[src/rtl/ready_valid_fifo_pkg.sv]
// Shared sizing helpers and parameter-legality checks for the FIFO sender.
package ready_valid_fifo_pkg;

  // Width of the in-flight beat counter; must hold 0 .. latency+1.
  function automatic int unsigned cnt_width(input int unsigned latency);
    return $clog2(latency + 2);
  endfunction

  // Width used for the credit comparison so usedw + inflight cannot wrap.
  function automatic int unsigned cmp_width(input int unsigned log_depth);
    return log_depth + 2;
  endfunction

  // True when the parameter set describes a buildable sender.
  function automatic bit params_legal(input int unsigned depth,
                                      input int unsigned log_depth,
                                      input int unsigned latency,
                                      input int unsigned reserve);
    return (depth >= 2) &&
           ((depth & (depth - 1)) == 0) &&
           (log_depth == $clog2(depth)) &&
           (latency >= 1) &&
           (reserve < depth);
  endfunction

endpackage

[src/rtl/ready_valid_fifo_sender_delay_line.sv]
// Fixed-latency, non-stalling shift of {valid, data}; only valid bits are reset.
module valid_data_delay_line #(
  parameter int unsigned WIDTH   = 32,
  parameter int unsigned LATENCY = 2
) (
  input  logic             clk,
  input  logic             rst,
  input  logic             in_valid,
  input  logic [WIDTH-1:0] in_data,
  output logic             out_valid,
  output logic [WIDTH-1:0] out_data
);

  logic [LATENCY-1:0] vld;
  logic [WIDTH-1:0]   dat [LATENCY];

  // Valid chain: cleared on reset so no beat survives a reset.
  always_ff @(posedge clk) begin
    if (rst) begin
      vld <= '0;
    end else begin
      vld[0] <= in_valid;
      for (int unsigned i = 1; i < LATENCY; i++) begin
        vld[i] <= vld[i-1];
      end
    end
  end

  // Data chain: free-running, contents only meaningful alongside valid.
  always_ff @(posedge clk) begin
    dat[0] <= in_data;
    for (int unsigned i = 1; i < LATENCY; i++) begin
      dat[i] <= dat[i-1];
    end
  end

  assign out_valid = vld[LATENCY-1];
  assign out_data  = dat[LATENCY-1];

endmodule

[src/rtl/ready_valid_fifo_sender.sv]
// Credit-gated ready/valid front end feeding a FIFO write port through a fixed pipeline.
module ready_valid_fifo_sender
  import ready_valid_fifo_pkg::*;
#(
  parameter int unsigned WIDTH          = 32,
  parameter int unsigned DEPTH          = 512,
  parameter int unsigned LOG_DEPTH      = $clog2(DEPTH),
  parameter int unsigned LATENCY        = 2,
  parameter int unsigned CREDIT_RESERVE = 0
) (
  input  logic                           clk,
  input  logic                           rst,
  input  logic                           in_valid,
  output logic                           in_ready,
  input  logic [WIDTH-1:0]               in_data,
  output logic                           out_valid,
  output logic [WIDTH-1:0]               out_data,
  input  logic [LOG_DEPTH:0]             fifo_usedw,
  input  logic                           fifo_full,
  output logic [cnt_width(LATENCY)-1:0]  inflight,
  output logic                           overflow_error
);

  localparam int unsigned CNT_W     = cnt_width(LATENCY);
  localparam int unsigned CMP_W     = cmp_width(LOG_DEPTH);
  localparam int unsigned LIMIT     = DEPTH - CREDIT_RESERVE;
  localparam bit          PARAMS_OK = params_legal(DEPTH, LOG_DEPTH, LATENCY, CREDIT_RESERVE);

  if (!PARAMS_OK) begin : g_bad_params
    $error("ready_valid_fifo_sender: illegal DEPTH/LOG_DEPTH/LATENCY/CREDIT_RESERVE");
  end

  logic             accept;
  logic [CMP_W-1:0] credit_used;
  logic [CNT_W-1:0] inflight_next;
  logic             cnt_err;

  // Credit check: only registered state and rst feed ready, never in_valid.
  always_comb begin
    credit_used = CMP_W'(fifo_usedw) + CMP_W'(inflight);
    in_ready    = ~rst & (credit_used < CMP_W'(LIMIT));
    accept      = in_valid & in_ready;
  end

  // In-flight tracking: +1 on accept, -1 once usedw has absorbed the write.
  always_comb begin
    inflight_next = inflight;
    cnt_err       = 1'b0;
    case ({accept, out_valid})
      2'b10: begin
        if (inflight == CNT_W'(LATENCY + 1)) cnt_err = 1'b1;
        else                                 inflight_next = inflight + CNT_W'(1);
      end
      2'b01: begin
        if (inflight == '0) cnt_err = 1'b1;
        else                inflight_next = inflight - CNT_W'(1);
      end
      default: ;
    endcase
  end

  // Counter and sticky error register.
  always_ff @(posedge clk) begin
    if (rst) begin
      inflight       <= '0;
      overflow_error <= 1'b0;
    end else begin
      inflight       <= inflight_next;
      overflow_error <= overflow_error | (out_valid & fifo_full) | cnt_err;
    end
  end

  valid_data_delay_line #(
    .WIDTH   (WIDTH),
    .LATENCY (LATENCY)
  ) u_delay (
    .clk       (clk),
    .rst       (rst),
    .in_valid  (accept),
    .in_data   (in_data),
    .out_valid (out_valid),
    .out_data  (out_data)
  );

endmodule
[config.mk]
export PLATFORM = sky130hd
export DESIGN_NAME = ready_valid_fifo_sender
export DESIGN_NICKNAME = d
export VERILOG_FILES = /design/src/rtl/ready_valid_fifo_pkg.sv /design/src/rtl/ready_valid_fifo_sender_delay_line.sv /design/src/rtl/ready_valid_fifo_sender.sv
export SDC_FILE = /design/constraint.sdc
export NUM_CORES = 1
export LEC_CHECK = 0
export BUFFER_PORTS_ARGS = -buffer_cell sky130_fd_sc_hd__buf_4
export CAP_MARGIN = 20
export CELL_PAD_IN_SITES_DETAIL_PLACEMENT = 0
export CELL_PAD_IN_SITES_GLOBAL_PLACEMENT = 1
export CORE_MARGIN = 1.5
export CORE_UTILIZATION = 31
export CTS_CLUSTER_SIZE = 28
export DETAILED_ROUTE_END_ITERATION = 10
export PLACE_DENSITY = 0.74
export SETUP_SLACK_MARGIN = 0.1
export SYNTH_ARGS = -nofsm -noshare
export SYNTH_HDL_FRONTEND = slang
export SYNTH_SLANG_ARGS = --single-unit
export TNS_END_PERCENT = 50
[constraint.sdc]
create_clock -name clk -period 1.8 [get_ports clk]
set_input_delay 0 -clock clk [delete_from_list [all_inputs] [get_ports clk]]
set_output_delay 0 -clock clk [all_outputs]
set_load 0.05 [all_outputs]
==> summary.txt <==
Logic synthesis
  – Synth area leaders: dfxtp_1 77%, buf_4 13%, ha_1 2.1%
  – Most used DFF post-synth: dfxtp_1
  – Yosys warnings: 0
  – Post-synth top area share: 76.8%
  – Synth Cell Area: 1800 um^2
  – Seq cells post-synth: 69
  – Number of flops mapped to enable cells by yosys: 0
  – Post-Synthesis Cells: 127
  – Mean Syn Cell Area: 14.2 um^2
  – Cell taking the most area after synthesis: dfxtp_1
  – Top-count cell post-synth: dfxtp_1
  – Async SR Flop Fraction: 0%
  – Commonest cells in the netlist: 69 x dfxtp_1, 32 x buf_4, 3 x ha_1
  – Syn Nets: 176
  – Post-synthesis sequential area ratio: 76.8%
  – Distinct cell type count after synthesis: 20

Power and ir drop
  – Sw frac: 25.5%
  – P_sw: 0.000797 W
  – Cell-internal power: 0.00233 W
  – Leak: 1.30 nW
  – Total power divided by cell area: 1080 nW/um^2
  – Worst vdd ir: 0.441 mV
  – Sequential share of power: 52.0%
  – Clock Power Share: 35.7%
  – Gate power share: 12.3%

Global route
  – Largest net degree at the start of global routing: 14
  – Vias in the first global route: 1135
  – Initial antenna violation count: 0
  – First-pass GRT wire length: 4.87 mm
  – Grt ovf: 0
  – Total Routing Usage GR: 10.8%

Critical path
  – Arrival time at the worst endpoint: 2.10 ns
  – CP max stage delay: 0.35 ns
  – Reg2Reg Capture Point: overflow_error$_SDFF_PP0_
  – Crit path kind: reg2reg
  – Worst reg2reg path depth: 7
  – Reg2reg start: inflight[1]$_SDFFE_PP0P_
  – CP max stage cell: dfxtp_4
  – CP Capture Type: flop
  – CP max FO: 3
  – CP Cell Sequence: ha_4 > a31oi_1 > o31a_2 > and2_4 > ha_4 > or3_1 > a31oi_1
  – R2R setup slack: -0.03 ns
  – Crit path required time: 2.06 ns
  – Crit path launch type: flop

STA
  – Minimum clock period: 1.83 ns
  – Setup TNS: -0.0307 ns
  – Final hold viol count: 0
  – Tcrit/Tclk final: 102%
  – Post-route setup slack: -0.0307 ns
  – Fmax achieved: 546 MHz
  – Max-slew headroom: 89.6%
  – Clk_skew: 0.00847 ns
  – Actual slew at the worst max-slew pin: 0.156 ns
  – Worst hold slack: 0.205 ns
  – Final slew viol count: 0
  – Final setup viols: 1
  – RSZ-0062 raised after global routing: yes

Place
  – GP Congestion: 0.672
  – Post-DP HPWL: 1.96 mm
  – Port Buffer Count: 82

Final layout
  – Fillcell total: 478
  – Layout area overhead: 60.2%
  – Register area: 1390 um^2
  – Final #Nets: 277
  – Multi-input gate area: 214 um^2
  – Ant diodes: 0
  – Layout cell share with drive strength beyond 1: 48.5%

Min path
  – Worst Hold Class: in2reg
  – WHS Path Cells: 5
  – Hold Crit Start: fifo_usedw[9]
  – Worst Hold End: u_delay.vld[0]$_SDFF_PP0_

Floorplanning
  – Die ar.: 6270 um^2
  – Cell Rows: 27
  – Core Box Area: 5540 um^2
  – Die Height: 79.2 um
  – I/O pins: 83
  – Starting Density: 32.5%
  – Die width: 79.2 um

CTS
  – Post-CTS setup buffer count: 0
  – Worst skew pair latency: 0.34 ns
  – Clk sinks: 69
  – CTS tree: built
  – CTS Buffer Depth: 2
  – Clock tree root buffer cell: clkbuf_8
  – H-tree level count: 3
  – CTS buffer count: 9
  – Clock Pin Slew Worst Setup and Hold Paths: 0.07 ns

Status
  – Failing checks: setup timing
  – Outcome: finished, violations left

Detailed routing
  – DRC Markers: 0
  – Vias: 1141
  – Drt wl/cell: 10.5 um
  – Post-route antenna net violation count: 0
  – Pre-antenna DRT Iters: 4
  – Via density: 3.74
  – Number of DRC markers after the initial detailed-route iteration: 27
  – Final WL: 3.21 mm

Flow run
  – Max-cap viol count: 0
## per-layer routing
metal	global-route usage [%]	wire, um	vias to the layer above
li1	-	-	574
met1	10.7	1300	497
met2	17.6	1510	61
met3	5.52	322	9
met4	7.37	75	0
met5	0	0	-
## registers in the layout, indices dropped and copies added (netlist names)
register,flops
u_delay.dat,64
overflow_error,1
inflight,2
u_delay.vld,2
## worst max-delay path, delay by kind of cell, from the launching register on
kind                     cells  cell delay (ns)
flip-flops                   1             0.35
AND/OR/NAND/NOR              2             0.45
adder cells (fa/ha/maj)      2             0.44
AO/OA/AOI/OAI                3             0.51
## power by group through the flow
stage / registers (W) / clock network, W / logic, W
after detailed placement: 0.00166 / 0 / 0.000318
after global routing: 0.00163 / 0.00123 / 0.000402
after CTS: 0.00163 / 0.00116 / 0.000383
after global placement: 0.00166 / 0 / 0.000315
after floorplan: 0.00167 / 0 / 0.000211
final: 0.00163 / 0.00112 / 0.000384
## layout by cell type (no fill, tap or decap), types with 2 or more instances in the layout
cell type	instances
buf_4	87
dfxtp_1	67
nor2_1	2
dlygate4sd3_1	35
ha_4	2
clkinvlp_4	3
inv_6	2
nand2b_1	2
a21oi_1	2
nand2_1	2
clkbuf_8	10
a31oi_1	2
## repair_timing
action,in CTS,in global routing
resized for setup,4,1
pin swaps,4,3
hold buffers,35,0
endpoints found under the hold margin,37,0
setup endpoints to repair,3,3
## layout make-up
cell class	instances	share of cell area, %
clock buffer	10	4.78
timing repair buffer	122	34.8
sequential	69	48.1
multi-input combinational	25	7.43
tap	72	3.13
inverter	1	0.130
clock inverter	6	1.56
## kinds of logic after synthesis
| family | synth area share, % |
|---|---|
| simple gates | 4.52 |
| flops | 76.8 |
| compound gates | 2.51 |
| fa+ha+maj | 2.09 |
| xor+xnor | 0.487 |
| buf+inv | 13.6 |
## through the flow
step	power, W	area (um^2)	util [%]	cells	setup slack [ns]
after floorplan	0.00188	1820	-	127	-0.306
after global placement	0.00197	2320	42.0	254	-0.0720
after detailed placement	0.00198	2320	42.0	254	-0.123
after CTS	0.00316	2880	51.9	305	-0.0338
after global routing	0.00326	2880	52.0	305	-0.127
final	0.00312	2880	52.0	305	-0.0307
## worst max path at each step
| stage | startpoint | to | slack, ns | depth (start not counted) |
|---|---|---|---|---|
| after CTS | inflight[1]$_SDFFE_PP0P_ | overflow_error$_SDFF_PP0_ | -0.03 | 7 |
| after floorplan | inflight[1]$_SDFFE_PP0P_ | overflow_error$_SDFF_PP0_ | -0.31 | 7 |
| final | inflight[1]$_SDFFE_PP0P_ | overflow_error$_SDFF_PP0_ | -0.03 | 7 |
| after global routing | inflight[1]$_SDFFE_PP0P_ | overflow_error$_SDFF_PP0_ | -0.13 | 8 |
| after global placement | inflight[1]$_SDFFE_PP0P_ | overflow_error$_SDFF_PP0_ | -0.07 | 7 |
| after detailed placement | inflight[1]$_SDFFE_PP0P_ | overflow_error$_SDFF_PP0_ | -0.12 | 7 |
No activity file was read; power rests on OpenSTA's default activity.
